**src/rtl/alu_sweep_capture.sv**
```systemverilog
// Opcode sweeper and response compactor for a 32-bit combinational ALU.
// Steps aluc through all 16 opcodes with fixed operands and folds each settled result into a MISR.
module alu_sweep_capture #(
  parameter int                 WIDTH  = 32,
  parameter logic [WIDTH-1:0]   OP_A   = 32'h00000011,
  parameter logic [WIDTH-1:0]   OP_B   = 32'hfffffffe,
  parameter int                 SETTLE = 2,
  parameter logic [WIDTH+3:0]   POLY   = 36'h000000805
) (
  input  logic             clk,
  input  logic             rst_n,
  input  logic             start,
  output logic [WIDTH-1:0] a,
  output logic [WIDTH-1:0] b,
  output logic [3:0]       aluc,
  input  logic [WIDTH-1:0] r,
  input  logic             zero,
  input  logic             negative,
  input  logic             carry,
  input  logic             overflow,
  output logic             busy,
  output logic             done,
  output logic [WIDTH+3:0] signature,
  output logic [4:0]       sample_count
);

  localparam int CW = (SETTLE > 1) ? $clog2(SETTLE) : 1;
  localparam logic [CW-1:0] CNT_LAST = CW'(SETTLE - 1);

  typedef enum logic [1:0] {
    IDLE   = 2'd0,
    APPLY  = 2'd1,
    SAMPLE = 2'd2,
    DONE   = 2'd3
  } state_t;

  state_t           state_q;
  logic [CW-1:0]    cnt_q;
  logic [WIDTH-1:0] a_q;
  logic [WIDTH-1:0] b_q;
  logic [3:0]       aluc_q;
  logic             busy_q;
  logic             done_q;
  logic [WIDTH+3:0] sig_q;
  logic [WIDTH+3:0] sig_d;
  logic [4:0]       cnt_smp_q;

  // Galois-style MISR step: shift left, fold the ejected MSB back through POLY, absorb data.
  function automatic logic [WIDTH+3:0] misr_step(input logic [WIDTH+3:0] sig,
                                                 input logic [WIDTH+3:0] data);
    logic [WIDTH+3:0] fb;
    fb = sig[WIDTH+3] ? POLY : {(WIDTH+4){1'b0}};
    return {sig[WIDTH+2:0], 1'b0} ^ fb ^ data;
  endfunction

  assign sig_d = misr_step(sig_q, {overflow, carry, negative, zero, r});

  // Sweep sequencer: every output is a register updated here.
  always_ff @(posedge clk or negedge rst_n) begin
    if (!rst_n) begin
      state_q   <= IDLE;
      cnt_q     <= {CW{1'b0}};
      a_q       <= {WIDTH{1'b0}};
      b_q       <= {WIDTH{1'b0}};
      aluc_q    <= 4'd0;
      busy_q    <= 1'b0;
      done_q    <= 1'b0;
      sig_q     <= {(WIDTH+4){1'b0}};
      cnt_smp_q <= 5'd0;
    end else begin
      case (state_q)
        IDLE, DONE: begin
          if (start) begin
            state_q   <= APPLY;
            cnt_q     <= {CW{1'b0}};
            a_q       <= OP_A;
            b_q       <= OP_B;
            aluc_q    <= 4'd0;
            busy_q    <= 1'b1;
            done_q    <= 1'b0;
            sig_q     <= {(WIDTH+4){1'b0}};
            cnt_smp_q <= 5'd0;
          end else begin
            state_q <= state_q;
          end
        end
        APPLY: begin
          if (cnt_q == CNT_LAST) begin
            cnt_q   <= {CW{1'b0}};
            state_q <= SAMPLE;
          end else begin
            cnt_q <= cnt_q + {{(CW-1){1'b0}}, 1'b1};
          end
        end
        SAMPLE: begin
          sig_q     <= sig_d;
          cnt_smp_q <= cnt_smp_q + 5'd1;
          // Opcode 15 exits before the increment, so aluc never wraps.
          if (aluc_q == 4'd15) begin
            state_q <= DONE;
            busy_q  <= 1'b0;
            done_q  <= 1'b1;
          end else begin
            aluc_q  <= aluc_q + 4'd1;
            state_q <= APPLY;
          end
        end
        default: begin
          state_q <= IDLE;
        end
      endcase
    end
  end

  assign a            = a_q;
  assign b            = b_q;
  assign aluc         = aluc_q;
  assign busy         = busy_q;
  assign done         = done_q;
  assign signature    = sig_q;
  assign sample_count = cnt_smp_q;

endmodule

```
**config.mk**
```make
export PLATFORM = sky130hd
export DESIGN_NAME = alu_sweep_capture
export DESIGN_NICKNAME = d
export VERILOG_FILES = /design/src/rtl/alu_sweep_capture.sv
export SDC_FILE = /design/constraint.sdc
export NUM_CORES = 1
export LEC_CHECK = 0
export BUFFER_PORTS_ARGS = -buffer_cell sky130_fd_sc_hd__buf_2
export CORE_ASPECT_RATIO = 0.75
export CORE_UTILIZATION = 40
export CTS_BUF_LIST = sky130_fd_sc_hd__clkbuf_4 sky130_fd_sc_hd__clkbuf_8
export CTS_CLUSTER_DIAMETER = 30
export CTS_CLUSTER_SIZE = 25
export DETAILED_ROUTE_END_ITERATION = 10
export GPL_TIMING_DRIVEN = 0
export PLACE_DENSITY = 0.75
export SYNTH_ARGS = -nofsm -noshare
export SYNTH_HDL_FRONTEND = slang
export SYNTH_SLANG_ARGS = --single-unit
```
**constraint.sdc**
```tcl
create_clock -name clk -period 1.7 [get_ports clk]
set_clock_uncertainty 0.2 [all_clocks]
set_input_delay 0.085 -clock clk [delete_from_list [all_inputs] [get_ports clk]]
set_output_delay 0.085 -clock clk [all_outputs]
set_load 0.005 [all_outputs]
```
==> impl_metrics.csv, run 1 <==
group,metric,value,unit
critical_path,critPathLaunchType,"flip-flop",
min_path,hold_path_class,"in2reg",
route,ant_nets,0,
route,wirelength,6780,um
power_and_ir_drop,net-switching-power,2.28,mW
cells_and_area,final_nets,544,
global_route,grt_use_total,17.6,%
yosys,synth-seq-area-share,44.2,%
cells_and_area,synthToLayoutAreaGrowth,53.4,%
route,wl_met2,3310,um
floorplanning,row_count,26,
power_and_ir_drop,pwr-share-clk,11.9,%
clocking,tritoncts,"yes",
cells_and_area,multi_input_area,1310,um2
placed_design,port_buffers,117,
sta,drv_slew,0,
min_path,hold_start,"r[2]",
critical_path,end_kind,"flip-flop",
yosys,yosys_register_bits,51,
sta,rsz0062_at_grt,"yes",
placed_design,dp_hpwl,4550,um
global_route,grt_pass1_wl,10500,um
sta,max_freq,0.566,GHz
power_and_ir_drop,power.leakage,2.20,nW
cells_and_area,drive_gt1_share,47.7,%
floorplanning,core-area,6900,um2
clocking,clock-sinks,51,
power_and_ir_drop,internal_power,3.60,mW
power_and_ir_drop,p_per_area,1330,nW/um2
clocking,clockBufferDepth,2,
critical_path,cp.required,1730,ps
route,wl_per_cell,11.3,um
sta,hold_viol_final,0,
power_and_ir_drop,ir_drop,797,uV
clocking,worst_setup_hold_path_clk_slew,100,ps
floorplanning,ioPinCount,150,
yosys,synth_top_area_cell,"dfrtp_1",
clocking,cts_buffers,5,
yosys,synthArstFlopShare,100,%
global_route,globalRouteOverflowTotal,0,
sta,worst_slew_pin_slew,694,ps
sta,setup_viol,33,
sta,holdWs,21.3,ps
route,drtPass1Iterations,4,
critical_path,cp-startpoint,"state_q[1]",
global_route,grt_pass1_vias,2241,
cells_and_area,regArea,1280,um2
critical_path,rr_startpoint,"state_q[1]",
job,maxCapViolCount,0,
yosys,netlist_area,2890,um2
route,routed-wl-met3,397,um
cells_and_area,n_fill_cell,601,
yosys,synth_top_flop_cell,"dfrtp_1",
route,top_layer_used,"met4",
route,drt_iter0_markers,68,
status,violations,"negative setup slack",
yosys,synth_area_leaders,"dfrtp_1 44%, buf_4 17%, xnor2_1 12%",
floorplanning,fp.dieW,100,um
route,drc,0,
clocking,root_buffer,"clkbuf_8",
sta,post-route-period-util,104,%
yosys,syn_inst,302,
floorplanning,die_y,75.6,um
route,vias,2581,
sta,slew_headroom,53.7,%
power_and_ir_drop,netSwitchingFraction,38.8,%
power_and_ir_drop,seq_power_share,38.6,%
global_route,grt_max_degree,52,
clocking,cts_max_level,2,
route,wl_met1,3050,um
clocking,clkLatencyLatePin,300,ps
yosys,synth_edf_count,0,
critical_path,path_max_fanout,7,
yosys,netlist-cell-type-count,32,
yosys,netlist_top_cells_count,"65 x buf_4, 51 x dfrtp_1, 46 x o21ai_0",
global_route,antenna_found_initial,0,
floorplanning,initial_utilization,41.9,%
placed_design,place_congestion,0.776,
sta,post-route-worst-setup-slack,-66.0,ps
critical_path,crit_arrival,1790,ps
cells_and_area,insertedDiodeCount,0,
yosys,yosysWarnings,0,
status,run_status,"complete, but fails checks",
sta,finalCriticalPeriod,1770,ps
power_and_ir_drop,combPwrFrac,49.5,%
critical_path,path_class,"reg2reg",
power_and_ir_drop,power,5.89,mW
yosys,syn_avg_cell_area,9.56,um2
route,vias_per_cell,4.31,
yosys,yosys.cell_count.top_type,"buf_4",
floorplanning,dieArea,7570,um2
yosys,yosysTopAreaCellShare,44.2,%
-- critical path: stages, from the launching register on --
cell and delay, ps:
dfrtp_1 420, ha_4 350, mux2i_4 290, buf_12 150
buf_8 110, o21ai_2 50, a21oi_1 120
-- power groups by stage --
stage	logic, mW	registers, mW	clock network, mW
5_1_grt	3.23	2.36	0.775
4_1_cts	2.66	2.23	0.733
3_5_place_dp	2.18	2.24	0
2_1_floorplan	1.31	2.23	0
6_report	2.91	2.27	0.701
3_3_place_gp	2.13	2.23	0
-- sequential cells by signal (all words and copies together), names as in the netlist --
register,flops
a,1
aluc,4
busy,1
cnt_q,1
done,1
sample_count,5
signature,36
state_q,2
-- worst paths after layout --
path | endpoint | slack, ps | depth (start not counted)
hold reg to reg | signature[21] | 330 | 2
min in group asynchronous | signature[8] | 180 | 2
hold / removal | signature[2] | 20 | 4
setup reg to reg | sample_count[2] | -70 | 6
max in group asynchronous | a[0] | 610 | 2
setup / recovery | sample_count[2] | -70 | 6
-- per-layer routing --
metal  track usage, %  vias to the layer above
met5                0                        -
met2             30.9                       94
met1             23.0                     1177
li1                 -                     1306
met4             3.06                        0
met3             3.76                        4
-- placed cells by master (no fill, tap or decap), types with 2 or more instances in the layout --
cell type      netlist  final
buf_2                5    117
buf_4               65     67
dfrtp_1             51     49
xnor2_1             38     38
dlygate4sd3_1        0     36
conb_1               1     31
o21ai_1              0     29
nand2_1             40     27
nand2_2              0      9
o21ai_2              0      9
a21oi_1              8      8
o21ai_0             46      8
nand3_1              7      7
buf_8                0      5
clkbuf_8             0      5
nand2_4              0      4
inv_1                4      3
clkbuf_4             0      3
or3_1                3      3
ha_1                 5      3
clkbuf_2             2      2
nand2b_1             3      2
nor2_1               3      2
a22o_1               2      2
a211o_1              2      2
nor2b_1              3      2
dfrtp_2              0      2
clkinv_2             0      2
-- cells by family (layout without fill, tap and decap cells) --
logic type	count (synthesis)	after routing	share of synthesized area, %
buf+inv	77	245	18.8
simple gates	65	65	10.1
compound gates	63	63	12.0
flops	51	51	44.2
xor+xnor	39	39	11.8
fa+ha+maj	5	5	2.17
other cells	1	31	0.130
mux	1	2	0.780
-- through the flow --
| step | cells | util [%] | worst slack, ps | setup TNS, ps | instance area, um2 |
|---|---|---|---|---|---|
| after floorplan | 332 | - | -15.8 | -354 | 3010 |
| after global placement | 547 | 53.9 | -251 | -9150 | 3720 |
| after detailed placement | 547 | 53.9 | -312 | -10980 | 3720 |
| after CTS | 599 | 62.6 | -104 | -1920 | 4320 |
| after global routing | 599 | 64.2 | -136 | -3970 | 4430 |
| final | 599 | 64.2 | -66.0 | -635 | 4430 |
-- area by class of cell --
cell class	instances	share of cell area [%]
flip-flops and latches	51	28.9
repair buffers	161	23.7
plain buffers	72	12.7
inverters	4	0.339
multi-input cells	205	29.6
clock buffers	5	1.55
well taps	98	2.77
clock inverters	3	0.424
-- what timing repair did --
action	4_1_cts	5_1_grt
cloned	2	1
hold buffers	36	0
endpoints found under the setup margin	81	49
buffers inserted	6	0
hold endpoints to repair	86	0
resized for setup	42	51
pin swaps	6	4
(Power assumes the default switching activity.)
==> run 2, diff against run 1 <==
- CORE_UTILIZATION: 40 -> 42
- PLACE_DENSITY: 0.75 -> 0.78
==> run 2 against run 1 <==
Effect of this change:
- combinational power is 2% higher
- the flow finishes with violations (design-rule violations, negative setup slack)
- critical path depth is 2 higher
- highest routed layer unchanged
- critical path type unchanged
- die area is 4.7% lower
- flip-flop and latch count stayed put
- power is 1.1% higher
- final cell count is 2.7% lower
- worst hold slack worse by 1.4 ps
- non-clock buffer count is 1 higher
- global-route usage is 3.0 points higher
- sequential share of layout area is 0.062 points higher
==> impl_metrics.csv, run 2 (synthesized netlist as in run 1, its figures left out) <==
group,metric,value,unit
floorplanning,core-area,6470,um2
clocking,clkLatencyLatePin,300,ps
sta,finalCriticalPeriod,1820,ps
power_and_ir_drop,power,5.95,mW
floorplanning,die_y,73.8,um
global_route,grt_max_degree,52,
min_path,hold_path_class,"in2reg",
job,maxCapViolCount,0,
global_route,grt_pass1_wl,11700,um
sta,max_freq,0.548,GHz
floorplanning,fp.dieW,97.7,um
clocking,cts_buffers,5,
global_route,gr-usage-met1,24.7,%
sta,drv_slew,0,
placed_design,dp_cells,530,
status,run_status,"complete, but fails checks",
sta,hold_viol_final,0,
cells_and_area,fin_util,68.2,%
floorplanning,ioPinCount,150,
sta,slew_headroom,54.1,%
critical_path,crit_arrival,1840,ps
clocking,cts_max_level,2,
route,drtPass1Iterations,7,
cells_and_area,layout.cells.non_filler,583,
clocking,clock-sinks,51,
critical_path,cp.required,1720,ps
clocking,tritoncts,"yes",
route,vias_per_cell,4.61,
route,ant_nets,0,
sta,post-route-worst-setup-slack,-123,ps
critical_path,end_kind,"flip-flop",
global_route,globalRouteOverflowTotal,0,
placed_design,dp_slack,-294,ps
cells_and_area,final_nets,545,
sta,holdWs,19.9,ps
sta,rsz0062_at_grt,"yes",
route,wirelength,7510,um
cells_and_area,synthToLayoutAreaGrowth,52.9,%
critical_path,critPathLaunchType,"flip-flop",
sta,fin_setup_tns,-2950,ps
placed_design,dp_hpwl,4720,um
critical_path,path_class,"reg2reg",
clocking,worst_setup_hold_path_clk_slew,90,ps
status,violations,"design-rule violations, negative setup slack",
global_route,use_met2,37.4,%
power_and_ir_drop,ir_drop,811,uV
placed_design,port_buffers,117,
floorplanning,dieArea,7210,um2
cells_and_area,largest_reg_flops,36,
global_route,top_usage_layer,"met2",
global_route,antenna_found_initial,0,
placed_design,dpl-instance-area,3690,um2
global_route,grt_use_total,20.6,%
global_route,use_met3,4.85,%
sta,worst_slew_pin_slew,688,ps
power_and_ir_drop,p_per_area,1350,nW/um2
floorplanning,initial_utilization,44.6,%
route,vias,2688,
critical_path,path_max_fanout,10,
cells_and_area,insertedDiodeCount,0,
clocking,clockBufferDepth,2,
route,wl_per_cell,12.9,um
floorplanning,row_count,25,
global_route,grt_pass1_vias,2429,
cells_and_area,drive_gt1_share,47.8,%
cells_and_area,mostFrequentLayoutCells,"116 x buf_2, 68 x buf_4, 50 x dfrtp_1",
cells_and_area,final_area,4420,um2
placed_design,place_congestion,0.825,
clocking,root_buffer,"clkbuf_8",
power_and_ir_drop,power.leakage,2.21,nW
cells_and_area,final_common_cell,"buf_2",
route,drc,26,
route,drt_iter0_markers,161,
sta,setup_viol,43,
sta,post-route-period-util,107,%
## run 2: cell type report
class	instances	area, um2
fillers	515	2060
multi-input cells	205	1320
flip-flops and latches	51	1280
repair buffers	161	1040
plain buffers	73	579
well taps	81	101
clock buffers	6	76.3
inverters	4	15.0
clock inverters	2	12.5
## run 2: where the power goes
part           internal (mW)  switching (mW)  total, mW  leakage, nW
logic                   1.59            1.38       2.97         1.49
clock network          0.305           0.397      0.702       0.0446
registers               1.71           0.566       2.28        0.682
total                   3.61            2.35       5.95         2.21
## run 2: path summary, 6_finish.rpt
path                               start             to  slack [ps]  cells past startpoint
setup / recovery              state_q[0]  signature[12]        -120                      8
hold / removal                      r[2]   signature[2]          20                      4
setup reg to reg              state_q[0]  signature[12]        -120                      8
hold reg to reg            signature[18]  signature[18]         320                      2
max in group asynchronous          rst_n           a[0]         610                      2
min in group asynchronous          rst_n   signature[8]         190                      2
## run 2: worst max-delay path, cell delays in order (launching register included)
cell and delay (ps):
dfrtp_1 380, inv_2 60, ha_4 260, buf_8 120
mux2i_4 270, buf_12 150, buf_6 130, nand2_1 90
o21ai_2 80
## run 2: repair_timing
action | in CTS | in global routing
gates cloned | 3 | 0
setup buffers | 4 | 2
endpoints found under the hold margin | 86 | 0
resized for setup | 46 | 36
hold buffers | 36 | 0
pin swaps | 7 | 6
setup endpoints to repair | 81 | 50
## run 2: metal layers
layer / part of all wire (%) / vias to the layer above / wire, um
li1: - / 1305 / -
met1: 40 / 1246 / 3030
met2: 51 / 127 / 3830
met3: 7.7 / 10 / 575
met4: 1.0 / 0 / 77
met5: 0 / - / 0
==> run 3, diff against run 2 <==
- CORE_UTILIZATION: 42 -> 30
- PLACE_DENSITY: 0.78 -> default
==> run 3 against run 2 <==
Effect of this change:
- the flow finishes with violations (negative setup slack)
- count of clock-buffer cells in the layout unchanged
- routed wire length down 2.8%
- die area up 39%
- register-to-register slack about the same
- critical path depth down 2
- first-iteration DRC count down 81%
- critical path type unchanged
- largest power group unchanged
- highest routed layer unchanged
==> impl_metrics.csv, run 3 (synthesized netlist as in run 1, its figures left out) <==
group,metric,value,unit
route,drtPass1Iterations,4,
placed_design,dp_hpwl,4800,um
global_route,grt_pass1_vias,2290,
clocking,clock-sinks,51,
critical_path,crit_arrival,1880,ps
global_route,grt_max_degree,52,
critical_path,critPathLaunchType,"flip-flop",
sta,worst_slew_pin_slew,726,ps
cells_and_area,final_common_cell,"buf_2",
clocking,tritoncts,"yes",
sta,max_freq,0.544,GHz
placed_design,port_buffers,117,
power_and_ir_drop,internal_power,3.91,mW
cells_and_area,layout.cells.non_filler,633,
route,drt_iter0_markers,30,
min_path,hold_path_class,"in2reg",
route,ant_nets,0,
cells_and_area,synthToLayoutAreaGrowth,57.0,%
power_and_ir_drop,pwr-share-clk,16.3,%
power_and_ir_drop,netSwitchingFraction,37.2,%
global_route,grt_pass1_wl,11300,um
floorplanning,dieArea,10000,um2
power_and_ir_drop,power.leakage,2.22,nW
clocking,clkLatencyLatePin,300,ps
sta,slew_headroom,51.6,%
sta,post-route-period-util,108,%
floorplanning,core-area,9200,um2
floorplanning,initial_utilization,31.4,%
sta,rsz0062_at_grt,"yes",
cells_and_area,drive_gt1_share,47.5,%
power_and_ir_drop,net-switching-power,2.32,mW
route,drc,0,
sta,drv_slew,0,
cells_and_area,largest_reg_flops,36,
route,wirelength,7310,um
power_and_ir_drop,p_per_area,1370,nW/um2
power_and_ir_drop,combPwrFrac,47.2,%
sta,hold_viol_final,0,
route,vias_per_cell,4.07,
route,vias,2575,
status,run_status,"complete, but fails checks",
global_route,grt_use_total,14.7,%
status,violations,"negative setup slack",
floorplanning,row_count,30,
sta,finalCriticalPeriod,1840,ps
clocking,cts_buffers,5,
critical_path,cp.required,1740,ps
power_and_ir_drop,seq_power_share,36.5,%
floorplanning,fp.dieW,115,um
global_route,antenna_found_initial,0,
job,maxCapViolCount,0,
global_route,globalRouteOverflowTotal,0,
placed_design,place_congestion,0.743,
placed_design,dp_slack,-305,ps
cells_and_area,final_nets,548,
cells_and_area,n_fill_cell,856,
placed_design,dp_cells,577,
floorplanning,die_y,87.0,um
clocking,worst_setup_hold_path_clk_slew,90,ps
critical_path,path_max_fanout,6,
route,wl_per_cell,11.5,um
floorplanning,ioPinCount,150,
critical_path,end_kind,"flip-flop",
sta,setup_viol,27,
cells_and_area,mostFrequentLayoutCells,"116 x buf_2, 68 x buf_4, 50 x dfrtp_1",
cells_and_area,insertedDiodeCount,0,
clocking,root_buffer,"clkbuf_8",
clocking,cts_max_level,2,
critical_path,path_class,"reg2reg",
power_and_ir_drop,ir_drop,695,uV
sta,post-route-worst-setup-slack,-137,ps
sta,fin_setup_tns,-1210,ps
clocking,clockBufferDepth,2,
## run 3: cell types whose count changed in the layout (fill, tap and decap cells not counted), moves of 2 or more
cell / change
a21oi_1: -2
a21oi_2: +2
buf_6: +6
buf_8: -2
bufinv_16: +2
nand2_1: -5
nand2_2: +7
nand2_4: -3
o21ai_0: -13
o21ai_1: +22
o21ai_2: -9
## run 3: power by group through the flow
stage | combinational (mW) | clock [mW] | sequential [mW]
5_1_grt | 3.25 | 1.10 | 2.36
4_1_cts | 2.78 | 1.05 | 2.23
3_5_place_dp | 2.20 | 0 | 2.24
6_report | 2.94 | 1.02 | 2.27
3_3_place_gp | 2.16 | 0 | 2.24
2_1_floorplan | 1.31 | 0 | 2.23
## run 3: path summary, 6_finish.rpt
kind	slack (ps)	cells past startpoint	endpoint	startpoint
max	-140	6	sample_count[3]	state_q[0]
min	20	4	signature[2]	r[2]
max reg2reg	-140	6	sample_count[3]	state_q[0]
min reg2reg	330	2	signature[26]	signature[26]
max in group asynchronous	580	2	a[0]	rst_n
min in group asynchronous	180	2	signature[7]	rst_n
## run 3: through the flow
step	utilization, %	area [um2]	hold slack, ps	power (mW)
after global routing	49.3	4530	43.1	6.70
after detailed placement	40.8	3750	185	4.44
after global placement	40.8	3750	178	4.39
final	49.3	4530	19.2	6.23
after floorplan	-	3010	-411	3.54
after CTS	48.4	4450	10.9	6.07
## run 3: layout make-up
type | count | area (um2) | share of cell area, %
plain buffers | 71 | 561 | 12.4
clock buffers | 6 | 76.3 | 1.68
clock inverters | 2 | 60.1 | 1.32
inverters | 4 | 15.0 | 0.331
multi-input cells | 205 | 1310 | 28.9
flip-flops and latches | 51 | 1280 | 28.2
well taps | 128 | 160 | 3.53
repair buffers | 166 | 1070 | 23.7
## run 3: timing repair
item,CTS,global route
cloned,4,1
resized for setup,54,44
endpoints found under the hold margin,86,0
hold buffers,36,0
buffers inserted,7,2
endpoints found under the setup margin,81,99
pin swaps,6,9
## run 3: worst max-delay path: stages, from the launching register on
cell and delay, ps:
dfrtp_1 410, inv_2 80, ha_4 230, mux2i_4 230, buf_6 150, or3_4 320
a21oi_2 140
## run 3: per-layer routing
metal	GRT usage, %	vias to the layer above	wire length (um)
li1	-	1310	-
met1	19.9	1169	3540
met2	23.4	92	3260
met3	3.97	4	475
met4	3.31	0	35
met5	0	-	0
